`src/rtl/match_referee_pkg.sv`:
```
// Purpose : shared encodings for the fighter referee: action codes, referee FSM
//           states, winner codes, position one-hot codes and the per-turn
//           round-decision helper.
// Contents: ACT_* (3-bit action codes), ref_state_e, WIN_* (2-bit winner codes),
//           POS_* (4-bit one-hot positions), settle_result().
package match_referee_pkg;

    // Player action codes as issued to the player modules.
    localparam logic [2:0] ACT_KICK   = 3'b000;
    localparam logic [2:0] ACT_PUNCH  = 3'b001;
    localparam logic [2:0] ACT_AWAIT  = 3'b010;
    localparam logic [2:0] ACT_JUMP   = 3'b011;
    localparam logic [2:0] ACT_LEFT1  = 3'b100;
    localparam logic [2:0] ACT_RIGHT1 = 3'b101;
    localparam logic [2:0] ACT_LEFT2  = 3'b110;
    localparam logic [2:0] ACT_RIGHT2 = 3'b111;

    // Winner / round-result codes.
    localparam logic [1:0] WIN_NONE = 2'b00;
    localparam logic [1:0] WIN_P1   = 2'b01;
    localparam logic [1:0] WIN_P2   = 2'b10;
    localparam logic [1:0] WIN_DRAW = 2'b11;

    // Arena positions, one-hot, as used by the player modules.
    localparam logic [3:0] POS_0 = 4'b0001;
    localparam logic [3:0] POS_1 = 4'b0010;
    localparam logic [3:0] POS_2 = 4'b0100;
    localparam logic [3:0] POS_3 = 4'b1000;

    localparam int unsigned TIMER_W = 5;

    typedef enum logic [2:0] {
        StIdle,
        StRoundInit,
        StCountdown,
        StCollect,
        StIssue,
        StSettle,
        StRoundEnd,
        StMatchEnd
    } ref_state_e;

    // Result of one settled turn. WIN_NONE means the round continues.
    // Only health 0 is a KO; 3 (including a wrapped value) counts as alive.
    function automatic logic [1:0] settle_result(input logic [1:0] h1,
                                                 input logic [1:0] h2,
                                                 input logic       at_limit);
        logic [1:0] res;
        res = WIN_NONE;
        if (h1 == 2'd0 && h2 == 2'd0) begin
            res = WIN_DRAW;
        end else if (h2 == 2'd0) begin
            res = WIN_P1;
        end else if (h1 == 2'd0) begin
            res = WIN_P2;
        end else if (at_limit) begin
            if (h1 > h2) begin
                res = WIN_P1;
            end else if (h2 > h1) begin
                res = WIN_P2;
            end else begin
                res = WIN_DRAW;
            end
        end
        return res;
    endfunction

endpackage

```
`src/rtl/match_referee_turn_timer.sv`:
```
// Purpose : loadable down-counter with terminal flag; the referee uses it for
//           the pre-round countdown and for the per-turn collect timeout.
// Ports   : i_clk, i_rst (async, active-high), i_load/i_load_val (load has
//           priority), i_en (decrement, stops at zero), o_done (count == 0).
module match_referee_turn_timer #(
    parameter int unsigned WIDTH = 5
) (
    input  logic             i_clk,
    input  logic             i_rst,
    input  logic             i_load,
    input  logic [WIDTH-1:0] i_load_val,
    input  logic             i_en,
    output logic             o_done
);

    logic [WIDTH-1:0] r_count;

    always_ff @(posedge i_clk or posedge i_rst) begin
        if (i_rst) begin
            r_count <= '0;
        end else if (i_load) begin
            r_count <= i_load_val;
        end else if (i_en && (r_count != '0)) begin
            r_count <= r_count - WIDTH'(1);
        end
    end

    always_comb begin
        o_done = (r_count == '0);
    end

endmodule

```
`src/rtl/match_referee.sv`:
```
// Purpose : referee for the two-player fighter. Sequences a match into rounds
//           and turns, collects both players' actions, issues them together on
//           a one-cycle step, reads back both healths and decides round and
//           match winners.
// Ports   : i_clk, i_rst (async, active-high), i_start (new match),
//           i_act{1,2}_valid / i_act{1,2} (action inputs), i_health{1,2},
//           o_action{1,2}_out, o_step, o_round_rst, o_round_num, o_wins{1,2},
//           o_turn_cnt, o_winner, o_match_over.
module match_referee
    import match_referee_pkg::*;
#(
    parameter int unsigned TURN_TIMEOUT  = 15,
    parameter int unsigned MAX_TURNS     = 31,
    parameter int unsigned ROUNDS_TO_WIN = 2,
    parameter int unsigned COUNTDOWN     = 3
) (
    input  logic       i_clk,
    input  logic       i_rst,
    input  logic       i_start,
    input  logic       i_act1_valid,
    input  logic [2:0] i_act1,
    input  logic       i_act2_valid,
    input  logic [2:0] i_act2,
    input  logic [1:0] i_health1,
    input  logic [1:0] i_health2,
    output logic [2:0] o_action1_out,
    output logic [2:0] o_action2_out,
    output logic       o_step,
    output logic       o_round_rst,
    output logic [1:0] o_round_num,
    output logic [1:0] o_wins1,
    output logic [1:0] o_wins2,
    output logic [4:0] o_turn_cnt,
    output logic [1:0] o_winner,
    output logic       o_match_over
);

    // Timer counts down to zero inclusive, so load N-1 for an N-cycle window.
    localparam logic [TIMER_W-1:0] TIMEOUT_LOAD = TIMER_W'(TURN_TIMEOUT - 1);
    localparam logic [TIMER_W-1:0] CD_LOAD      = TIMER_W'(COUNTDOWN - 1);
    localparam logic [4:0]         MAX_T        = 5'(MAX_TURNS);
    localparam logic [1:0]         RTW          = 2'(ROUNDS_TO_WIN);

    ref_state_e r_state, w_state_nxt;

    logic       r_got1, r_got2;
    logic [2:0] r_lat1, r_lat2;
    logic [1:0] r_round_num, r_wins1, r_wins2, r_winner, r_round_res;
    logic [4:0] r_turn_cnt;

    logic                 w_take1, w_take2;
    logic                 w_timer_load, w_timer_en, w_timer_done;
    logic [TIMER_W-1:0]   w_timer_val;
    logic [1:0]           w_settle_res;
    logic [1:0]           w_wins1_inc, w_wins2_inc, w_final_winner;

    match_referee_turn_timer #(
        .WIDTH (TIMER_W)
    ) u_timer (
        .i_clk      (i_clk),
        .i_rst      (i_rst),
        .i_load     (w_timer_load),
        .i_load_val (w_timer_val),
        .i_en       (w_timer_en),
        .o_done     (w_timer_done)
    );

    always_ff @(posedge i_clk or posedge i_rst) begin
        if (i_rst) begin
            r_state <= StIdle;
        end else begin
            r_state <= w_state_nxt;
        end
    end

    always_comb begin
        w_state_nxt    = r_state;
        w_timer_load   = 1'b0;
        w_timer_val    = '0;
        w_timer_en     = 1'b0;
        w_take1        = 1'b0;
        w_take2        = 1'b0;
        w_settle_res   = settle_result(i_health1, i_health2, r_turn_cnt == MAX_T);
        w_wins1_inc    = r_wins1 + {1'b0, (r_round_res == WIN_P1)};
        w_wins2_inc    = r_wins2 + {1'b0, (r_round_res == WIN_P2)};
        w_final_winner = WIN_DRAW;
        if (w_wins1_inc == RTW) begin
            w_final_winner = WIN_P1;
        end else if (w_wins2_inc == RTW) begin
            w_final_winner = WIN_P2;
        end else if (w_wins1_inc > w_wins2_inc) begin
            w_final_winner = WIN_P1;
        end else if (w_wins2_inc > w_wins1_inc) begin
            w_final_winner = WIN_P2;
        end

        case (r_state)
            StIdle, StMatchEnd: begin
                if (i_start) begin
                    w_state_nxt = StRoundInit;
                end
            end
            StRoundInit: begin
                w_timer_load = 1'b1;
                w_timer_val  = CD_LOAD;
                w_state_nxt  = StCountdown;
            end
            StCountdown: begin
                if (w_timer_done) begin
                    w_timer_load = 1'b1;
                    w_timer_val  = TIMEOUT_LOAD;
                    w_state_nxt  = StCollect;
                end else begin
                    w_timer_en = 1'b1;
                end
            end
            StCollect: begin
                // A valid arriving on the timeout cycle is still latched.
                w_take1 = i_act1_valid && !r_got1;
                w_take2 = i_act2_valid && !r_got2;
                if (((r_got1 || w_take1) && (r_got2 || w_take2)) || w_timer_done) begin
                    w_state_nxt = StIssue;
                end else begin
                    w_timer_en = 1'b1;
                end
            end
            StIssue: begin
                w_state_nxt = StSettle;
            end
            StSettle: begin
                if (w_settle_res != WIN_NONE) begin
                    w_state_nxt = StRoundEnd;
                end else begin
                    w_timer_load = 1'b1;
                    w_timer_val  = TIMEOUT_LOAD;
                    w_state_nxt  = StCollect;
                end
            end
            StRoundEnd: begin
                if ((w_wins1_inc == RTW) || (w_wins2_inc == RTW) || (r_round_num == 2'd3)) begin
                    w_state_nxt = StMatchEnd;
                end else begin
                    w_state_nxt = StRoundInit;
                end
            end
            default: begin
                w_state_nxt = StIdle;
            end
        endcase
    end

    always_ff @(posedge i_clk or posedge i_rst) begin
        if (i_rst) begin
            r_lat1      <= ACT_AWAIT;
            r_lat2      <= ACT_AWAIT;
            r_got1      <= 1'b0;
            r_got2      <= 1'b0;
            r_round_num <= 2'd0;
            r_wins1     <= 2'd0;
            r_wins2     <= 2'd0;
            r_turn_cnt  <= 5'd0;
            r_winner    <= WIN_NONE;
            r_round_res <= WIN_NONE;
        end else begin
            case (r_state)
                StIdle, StMatchEnd: begin
                    if (i_start) begin
                        r_wins1     <= 2'd0;
                        r_wins2     <= 2'd0;
                        r_round_num <= 2'd1;
                        r_winner    <= WIN_NONE;
                    end
                end
                StRoundInit: begin
                    r_turn_cnt <= 5'd0;
                    r_lat1     <= ACT_AWAIT;
                    r_lat2     <= ACT_AWAIT;
                    r_got1     <= 1'b0;
                    r_got2     <= 1'b0;
                end
                StCollect: begin
                    if (w_take1) begin
                        r_lat1 <= i_act1;
                        r_got1 <= 1'b1;
                    end
                    if (w_take2) begin
                        r_lat2 <= i_act2;
                        r_got2 <= 1'b1;
                    end
                    // Count on entry to ISSUE so the issued turn is visible during step.
                    if (w_state_nxt == StIssue) begin
                        r_turn_cnt <= r_turn_cnt + 5'd1;
                    end
                end
                StSettle: begin
                    r_round_res <= w_settle_res;
                    if (w_state_nxt == StCollect) begin
                        r_lat1 <= ACT_AWAIT;
                        r_lat2 <= ACT_AWAIT;
                        r_got1 <= 1'b0;
                        r_got2 <= 1'b0;
                    end
                end
                StRoundEnd: begin
                    r_wins1 <= w_wins1_inc;
                    r_wins2 <= w_wins2_inc;
                    if (w_state_nxt == StRoundInit) begin
                        r_round_num <= r_round_num + 2'd1;
                    end else begin
                        r_winner <= w_final_winner;
                    end
                end
                default: begin
                end
            endcase
        end
    end

    always_comb begin
        o_action1_out = (r_state == StIssue) ? r_lat1 : ACT_AWAIT;
        o_action2_out = (r_state == StIssue) ? r_lat2 : ACT_AWAIT;
        o_step        = (r_state == StIssue);
        o_round_rst   = (r_state == StRoundInit);
        o_match_over  = (r_state == StMatchEnd);
        o_round_num   = r_round_num;
        o_wins1       = r_wins1;
        o_wins2       = r_wins2;
        o_turn_cnt    = r_turn_cnt;
        o_winner      = r_winner;
    end

endmodule
```
`config.mk`:
```
export PLATFORM = sky130hd
export DESIGN_NAME = match_referee
export DESIGN_NICKNAME = d
export VERILOG_FILES = /design/src/rtl/match_referee_pkg.sv /design/src/rtl/match_referee_turn_timer.sv /design/src/rtl/match_referee.sv
export SDC_FILE = /design/constraint.sdc
export NUM_CORES = 1
export LEC_CHECK = 0
export CORE_MARGIN = 5
export CORE_UTILIZATION = 39
export DETAILED_ROUTE_END_ITERATION = 16
export HOLD_SLACK_MARGIN = 0.05
export PLACE_DENSITY = 0.61
export SLEW_MARGIN = 20
export SYNTH_ARGS = -nofsm -noshare
export SYNTH_HDL_FRONTEND = slang
export SYNTH_SLANG_ARGS = --single-unit
```
`constraint.sdc`:
```
create_clock -name i_clk -period 5.6 [get_ports i_clk]
set_input_delay 1.12 -clock i_clk [delete_from_list [all_inputs] [get_ports i_clk]]
set_output_delay 1.12 -clock i_clk [all_outputs]
set_load 0.05 [all_outputs]
```
==> flow_metrics.env, run 1 <==
export IMPL_run_status="finished, final reports clean"
export IMPL_insertion_delay_ns=0.28
export IMPL_p_leak_nw=1.10
export IMPL_fin_util_pct=51.3
export IMPL_ctsHtreeMaxLevel=2
export IMPL_reg2reg_slack_ns=3.31
export IMPL_layout_commonest_cell="clkdlybuf4s50_1"
export IMPL_finalPower_mw=1.35
export IMPL_finalHoldViolations=0
export IMPL_drive_gt1_share_pct=7.03
export IMPL_fin_crit_sh_pct=65.6
export IMPL_max_freq_mhz=272
export IMPL_slowest_stage="clkdlybuf4s50_1"
export IMPL_worstPathRequired_ns=4.48
export IMPL_path_cells="nand2b_1 -> nor2_1 -> clkdlybuf4s50_1"
export IMPL_nets=281
export IMPL_clkSinkCount=31
export IMPL_reg2reg_depth=9
export IMPL_crit_family="buffers and inverters"
export IMPL_cts_hold_buffers=0
export IMPL_synth_cell_area_mm2=0.00194
export IMPL_rsz0062_at_grt="no"
export IMPL_first_pass_iters=4
export IMPL_crit_path_end_kind="output port"
export IMPL_dieArea_mm2=0.00649
export IMPL_die_width_um=80.5
export IMPL_synth_edff_count=0
export IMPL_synth_seq_cells=31
export IMPL_start_util_pct=40.5
export IMPL_grt_use_total_pct=15.2
export IMPL_via_per_inst=5.32
export IMPL_slew_violations=0
export IMPL_row_count=25
export IMPL_cts_resized=0
export IMPL_synthCells=215
export IMPL_overflow=0
export IMPL_dp_hpwl_um=3390
export IMPL_fin_crit_ns=3.67
export IMPL_critical_path_endpoint="o_round_rst"
export IMPL_die_h_um=80.5
export IMPL_cts_tree="yes"
export IMPL_portBuffers=36
export IMPL_relSlewSlack_pct=40.9
export IMPL_setup_worst_path_start="r_state[0]"
export IMPL_fill_cells=453
export IMPL_post_drt_wl_per_cell_um=14.1
export IMPL_antenna_found_initial=0
export IMPL_post_cts_setup_buffers=0
export IMPL_grt_max_degree=32
export IMPL_preCtsSetupSlack_ns=2.11
export IMPL_grt_pass1_vias=1672
export IMPL_ys_types=50
export IMPL_syn2layout_area_growth_pct=26.6
export IMPL_grt_pass1_wl_um=7730
export IMPL_path_max_fanout=24
export IMPL_reg2reg_to="u_timer.r_count[1]"
export IMPL_coreArea_mm2=0.00479
export IMPL_finClkSkew_ns=0.00894
export IMPL_worstMarginPinSlew_ns=0.872
export IMPL_yosys_warnings=0
export IMPL_critical_path_buf_inv_count=1
export IMPL_fin_tns_setup_ns=0
export IMPL_clk_path_buf_depth=2
export IMPL_ir_drop_v=0.000252
export IMPL_antennaDiodeCount=0
export IMPL_synth_ff_type="dfrtp_1"
export IMPL_ys_seq_area_share_pct=40.1
export IMPL_rr_startpoint="o_turn_cnt[0]"
export IMPL_min_path_type="reg2reg"
export IMPL_vias=1718
export IMPL_arrival_ns=2.55
export IMPL_numCtsBuffers=5
export IMPL_cp_depth=3
export IMPL_maxCapViolCount=0
export IMPL_avgSynthCellArea_um2=9.03
export IMPL_setup_viol=0
export IMPL_postRouteAntennaNets=0
export IMPL_worst_slack_ns=1.93
export IMPL_power_density_mw_per_mm2=549
export IMPL_worst_setup_path_start_kind="flop"
export IMPL_io_pins=37
export IMPL_postSynth_asyncResetShare_pct=100
export IMPL_drt_iter0_drc=143
export IMPL_drc=0
export IMPL_cts_root_buffer="clkbuf_8"
export IMPL_syn_nets=241
export IMPL_path_clk_slew_ns=0.07
export IMPL_criticalPathCategory="reg2out"
export IMPL_drt_total_wl_um=4560
export IMPL_max_stage_delay_ns=0.89
export IMPL_gp_congestion=0.802
export IMPL_mostFrequentLayoutCells="clkdlybuf4s50_1 (36), dfrtp_1 (29), inv_1 (20), o21ai_0 (17), a21oi_1 (16)"
## cells in the mapped netlist (3+ instances only)
master	instances	area [um2]
xnor2_1	4	35.0
inv_1	20	75.1
nand2_1	14	52.6
buf_2	4	20.0
nor2b_1	3	18.8
and3_1	7	43.8
o21ai_0	17	85.1
a22o_1	7	61.3
nor2_1	15	56.3
o221ai_1	3	26.3
nand3_1	5	25.0
dfrtp_1	29	726
nand2b_1	5	31.3
ha_1	11	138
nor3_1	13	65.1
a21oi_1	16	80.1
## worst min path at each step
| stage | from | endpoint | slack [ns] | cells past startpoint |
|---|---|---|---|---|
| 2_1_floorplan | r_lat1[1] | r_lat1[1] | 0.45 | 2 |
| 3_3_place_gp | r_lat1[1] | r_lat1[1] | 0.47 | 2 |
| 3_5_place_dp | r_lat1[1] | r_lat1[1] | 0.47 | 2 |
| 4_1_cts | r_lat1[1] | r_lat1[1] | 0.48 | 2 |
| 5_1_grt | r_lat1[1] | r_lat1[1] | 0.51 | 2 |
| 6_report | r_lat1[1] | r_lat1[1] | 0.48 | 2 |
## worst register-to-register path, cell delays in order, from the launching register on
cell and delay (ns):
dfrtp_1 0.42, ha_1 0.18, and3_1 0.15, ha_1 0.19
o21ai_0 0.09, o21ai_0 0.14, a211oi_1 0.13, buf_4 0.19
or2_2 0.32, or3_1 0.35
## state kept, by name, summed over array words and instances (netlist names)
signal,count
o_round_num,2
o_turn_cnt,5
o_winner,2
o_wins1,2
o_wins2,2
r_got1,1
r_got2,1
r_lat1,3
r_lat2,3
r_round_res,2
r_state,3
u_timer.r_count,5
## final cells by class
| cell class | instances | area (um2) | area share, % |
|---|---|---|---|
| tap | 67 | 83.8 | 3.41 |
| multi-input combinational | 159 | 1060 | 43.3 |
| clock buffer | 8 | 80.1 | 3.26 |
| timing repair buffer | 38 | 375 | 15.3 |
| sequential | 31 | 778 | 31.7 |
| inverter | 20 | 75.1 | 3.06 |
## power by group
group,internal (mW),switching (mW),total [mW]
clock network,0.0882,0.0817,0.170
logic,0.301,0.454,0.755
registers,0.307,0.117,0.424
## logic make-up (layout without fill, tap and decap cells)
family | count (synthesis) | in the layout | synth area share (%)
XOR/XNOR | 5 | 5 | 2.26
flip-flops | 31 | 31 | 40.1
adder cells (fa/ha/maj) | 11 | 11 | 7.09
buffers and inverters | 25 | 66 | 5.09
AO/OA/AOI/OAI | 68 | 68 | 24.6
AND/OR/NAND/NOR | 75 | 75 | 20.8
## layer usage
layer / part of all wire [%] / global-route usage [%] / vias up
met5: 0 / 0 / -
li1: - / - / 871
met3: 4.9 / 3.36 / 4
met2: 47 / 23.5 / 37
met1: 47 / 20.7 / 806
met4: 0.92 / 5.91 / 0
## metrics by stage
| step | hold WS [ns] | std cells | area (um2) |
|---|---|---|---|
| floorplan | 0.452 | 215 | 1940 |
| global placement | 0.469 | 315 | 2380 |
| detailed placement | 0.470 | 315 | 2380 |
| CTS | 0.479 | 323 | 2460 |
| global route | 0.507 | 323 | 2460 |
| finish | 0.477 | 323 | 2460 |
Note: power is estimated with default switching activity, not from simulation.
==> run 2: changes to the inputs <==
==> constraint.sdc (replaced) <==
create_clock -name i_clk -period 3.55 [get_ports i_clk]
set_input_delay 0.71 -clock i_clk [delete_from_list [all_inputs] [get_ports i_clk]]
set_output_delay 0.71 -clock i_clk [all_outputs]
set_load 0.05 [all_outputs]
==> flow_metrics.env, run 2 (same netlist as run 1, synthesis figures left out) <==
export IMPL_run_status="finished, final reports clean"
export IMPL_layout_commonest_cell="clkdlybuf4s50_1"
export IMPL_design_area_mm2=0.00251
export IMPL_via_per_inst=5.33
export IMPL_drive_gt1_share_pct=9.23
export IMPL_max_stage_delay_ns=0.89
export IMPL_start_util_pct=40.5
export IMPL_stdcell_count=327
export IMPL_crit_family="buffers and inverters"
export IMPL_grt_use_total_pct=15.4
export IMPL_preCtsSetupSlack_ns=0.505
export IMPL_relSlewSlack_pct=66.4
export IMPL_worst_slack_ns=0.451
export IMPL_portBuffers=36
export IMPL_mostFrequentLayoutCells="clkdlybuf4s50_1 (36), dfrtp_1 (29), inv_1 (20), o21ai_0 (17), a21oi_1 (16)"
export IMPL_max_freq_mhz=323
export IMPL_power_density_mw_per_mm2=879
export IMPL_worstMarginPinSlew_ns=0.499
export IMPL_numCtsBuffers=5
export IMPL_cts_root_buffer="clkbuf_8"
export IMPL_insertion_delay_ns=0.28
export IMPL_row_count=25
export IMPL_dp_hpwl_um=3460
export IMPL_coreArea_mm2=0.00479
export IMPL_gr_usage_met3_pct=3.92
export IMPL_post_drt_wl_per_cell_um=13.9
export IMPL_grt_pass1_vias=1661
export IMPL_ir_drop_v=0.000417
export IMPL_path_max_fanout=16
export IMPL_drc=0
export IMPL_nets=285
export IMPL_dieArea_mm2=0.00649
export IMPL_vias=1742
export IMPL_path_cells="nand2b_1 -> nor2_1 -> clkdlybuf4s50_1"
export IMPL_fin_crit_ns=3.10
export IMPL_setup_viol=0
export IMPL_p_leak_nw=1.13
export IMPL_io_pins=37
export IMPL_cts_tree="yes"
export IMPL_die_width_um=80.5
export IMPL_die_h_um=80.5
export IMPL_worstPathRequired_ns=2.84
export IMPL_grt_max_degree=32
export IMPL_gp_congestion=0.835
export IMPL_cts_hold_buffers=0
export IMPL_worst_setup_path_start_kind="flop"
export IMPL_path_clk_slew_ns=0.06
export IMPL_criticalPathCategory="reg2out"
export IMPL_finClkSkew_ns=0.00517
export IMPL_first_pass_iters=4
export IMPL_antenna_found_initial=0
export IMPL_grt_util_met2_pct=23.4
export IMPL_dp_cells=319
export IMPL_arrival_ns=2.39
export IMPL_cts_resized=0
export IMPL_clk_path_buf_depth=2
export IMPL_fin_tns_setup_ns=0
export IMPL_antennaDiodeCount=0
export IMPL_grt_busiest_layer="met2"
export IMPL_post_cts_setup_buffers=0
export IMPL_grt_pass1_wl_um=7790
export IMPL_fill_cells=448
export IMPL_syn2layout_area_growth_pct=29.1
export IMPL_place_area_mm2=0.00241
export IMPL_drt_total_wl_um=4540
export IMPL_min_path_type="reg2reg"
export IMPL_ctsHtreeMaxLevel=2
export IMPL_fin_crit_sh_pct=87.3
export IMPL_crit_path_end_kind="output port"
export IMPL_overflow=0
export IMPL_finalHoldViolations=0
export IMPL_rsz0062_at_grt="no"
export IMPL_maxCapViolCount=0
export IMPL_slowest_stage="clkdlybuf4s50_1"
export IMPL_critical_path_buf_inv_count=1
export IMPL_postRouteAntennaNets=0
export IMPL_clkSinkCount=31
export IMPL_slew_violations=0
export IMPL_drt_iter0_drc=86
export IMPL_gr_usage_met1_pct=21.1
==> run 2: worst paths after layout <==
kind / from / end / slack, ns / cells after the start
worst min-delay path: r_lat1[1] / r_lat1[1] / 0.48 / 2
worst max register to register: o_turn_cnt[0] / u_timer.r_count[1] / 1.29 / 9
max in group asynchronous: i_rst / r_lat2[1] / 2.40 / 3
worst max-delay path: r_state[0] / o_round_rst / 0.45 / 3
min in group asynchronous: i_rst / r_lat1[0] / 0.82 / 3
worst min register to register: r_lat1[1] / r_lat1[1] / 0.48 / 2
==> run 2: final cells by class <==
cell class              count  area (um2)  area share [%]
inverters                  20        75.1            3.00
flip-flops and latches     31         778            31.1
well taps                  67        83.8            3.34
clock buffers               8         100            3.99
repair buffers             42         405            16.2
multi-input cells         159        1060            42.4
==> run 2: worst reg2reg max path: stages, from the launching register on <==
cell and delay (ns):
dfrtp_1 0.42, ha_1 0.18, and3_1 0.16, ha_1 0.18, o21ai_0 0.09, o21ai_0 0.14
a211oi_1 0.12, buf_4 0.19, or2_2 0.32, or3_1 0.34
==> run 2: metrics by stage <==
step | utilization [%] | hold WS, ns | power [mW]
floorplan | - | 0.452 | 1.54
global placement | 50.3 | 0.471 | 1.90
detailed placement | 50.3 | 0.472 | 1.91
CTS | 52.4 | 0.482 | 2.22
global route | 52.4 | 0.532 | 2.39
finish | 52.4 | 0.482 | 2.20
==> run 2: metal layers <==
metal | vias to the layer above | part of all wire (%)
met1 | 828 | 48
li1 | 876 | -
met2 | 31 | 46
met3 | 7 | 4.8
met4 | 0 | 0.97
met5 | - | 0
==> run 2: report_power, final <==
| part | total (mW) | switching [mW] | internal (mW) |
|---|---|---|---|
| Combinational | 1.28 | 0.773 | 0.503 |
| Sequential | 0.623 | 0.137 | 0.486 |
| Clock | 0.303 | 0.127 | 0.177 |
| Total | 2.20 | 1.04 | 1.17 |
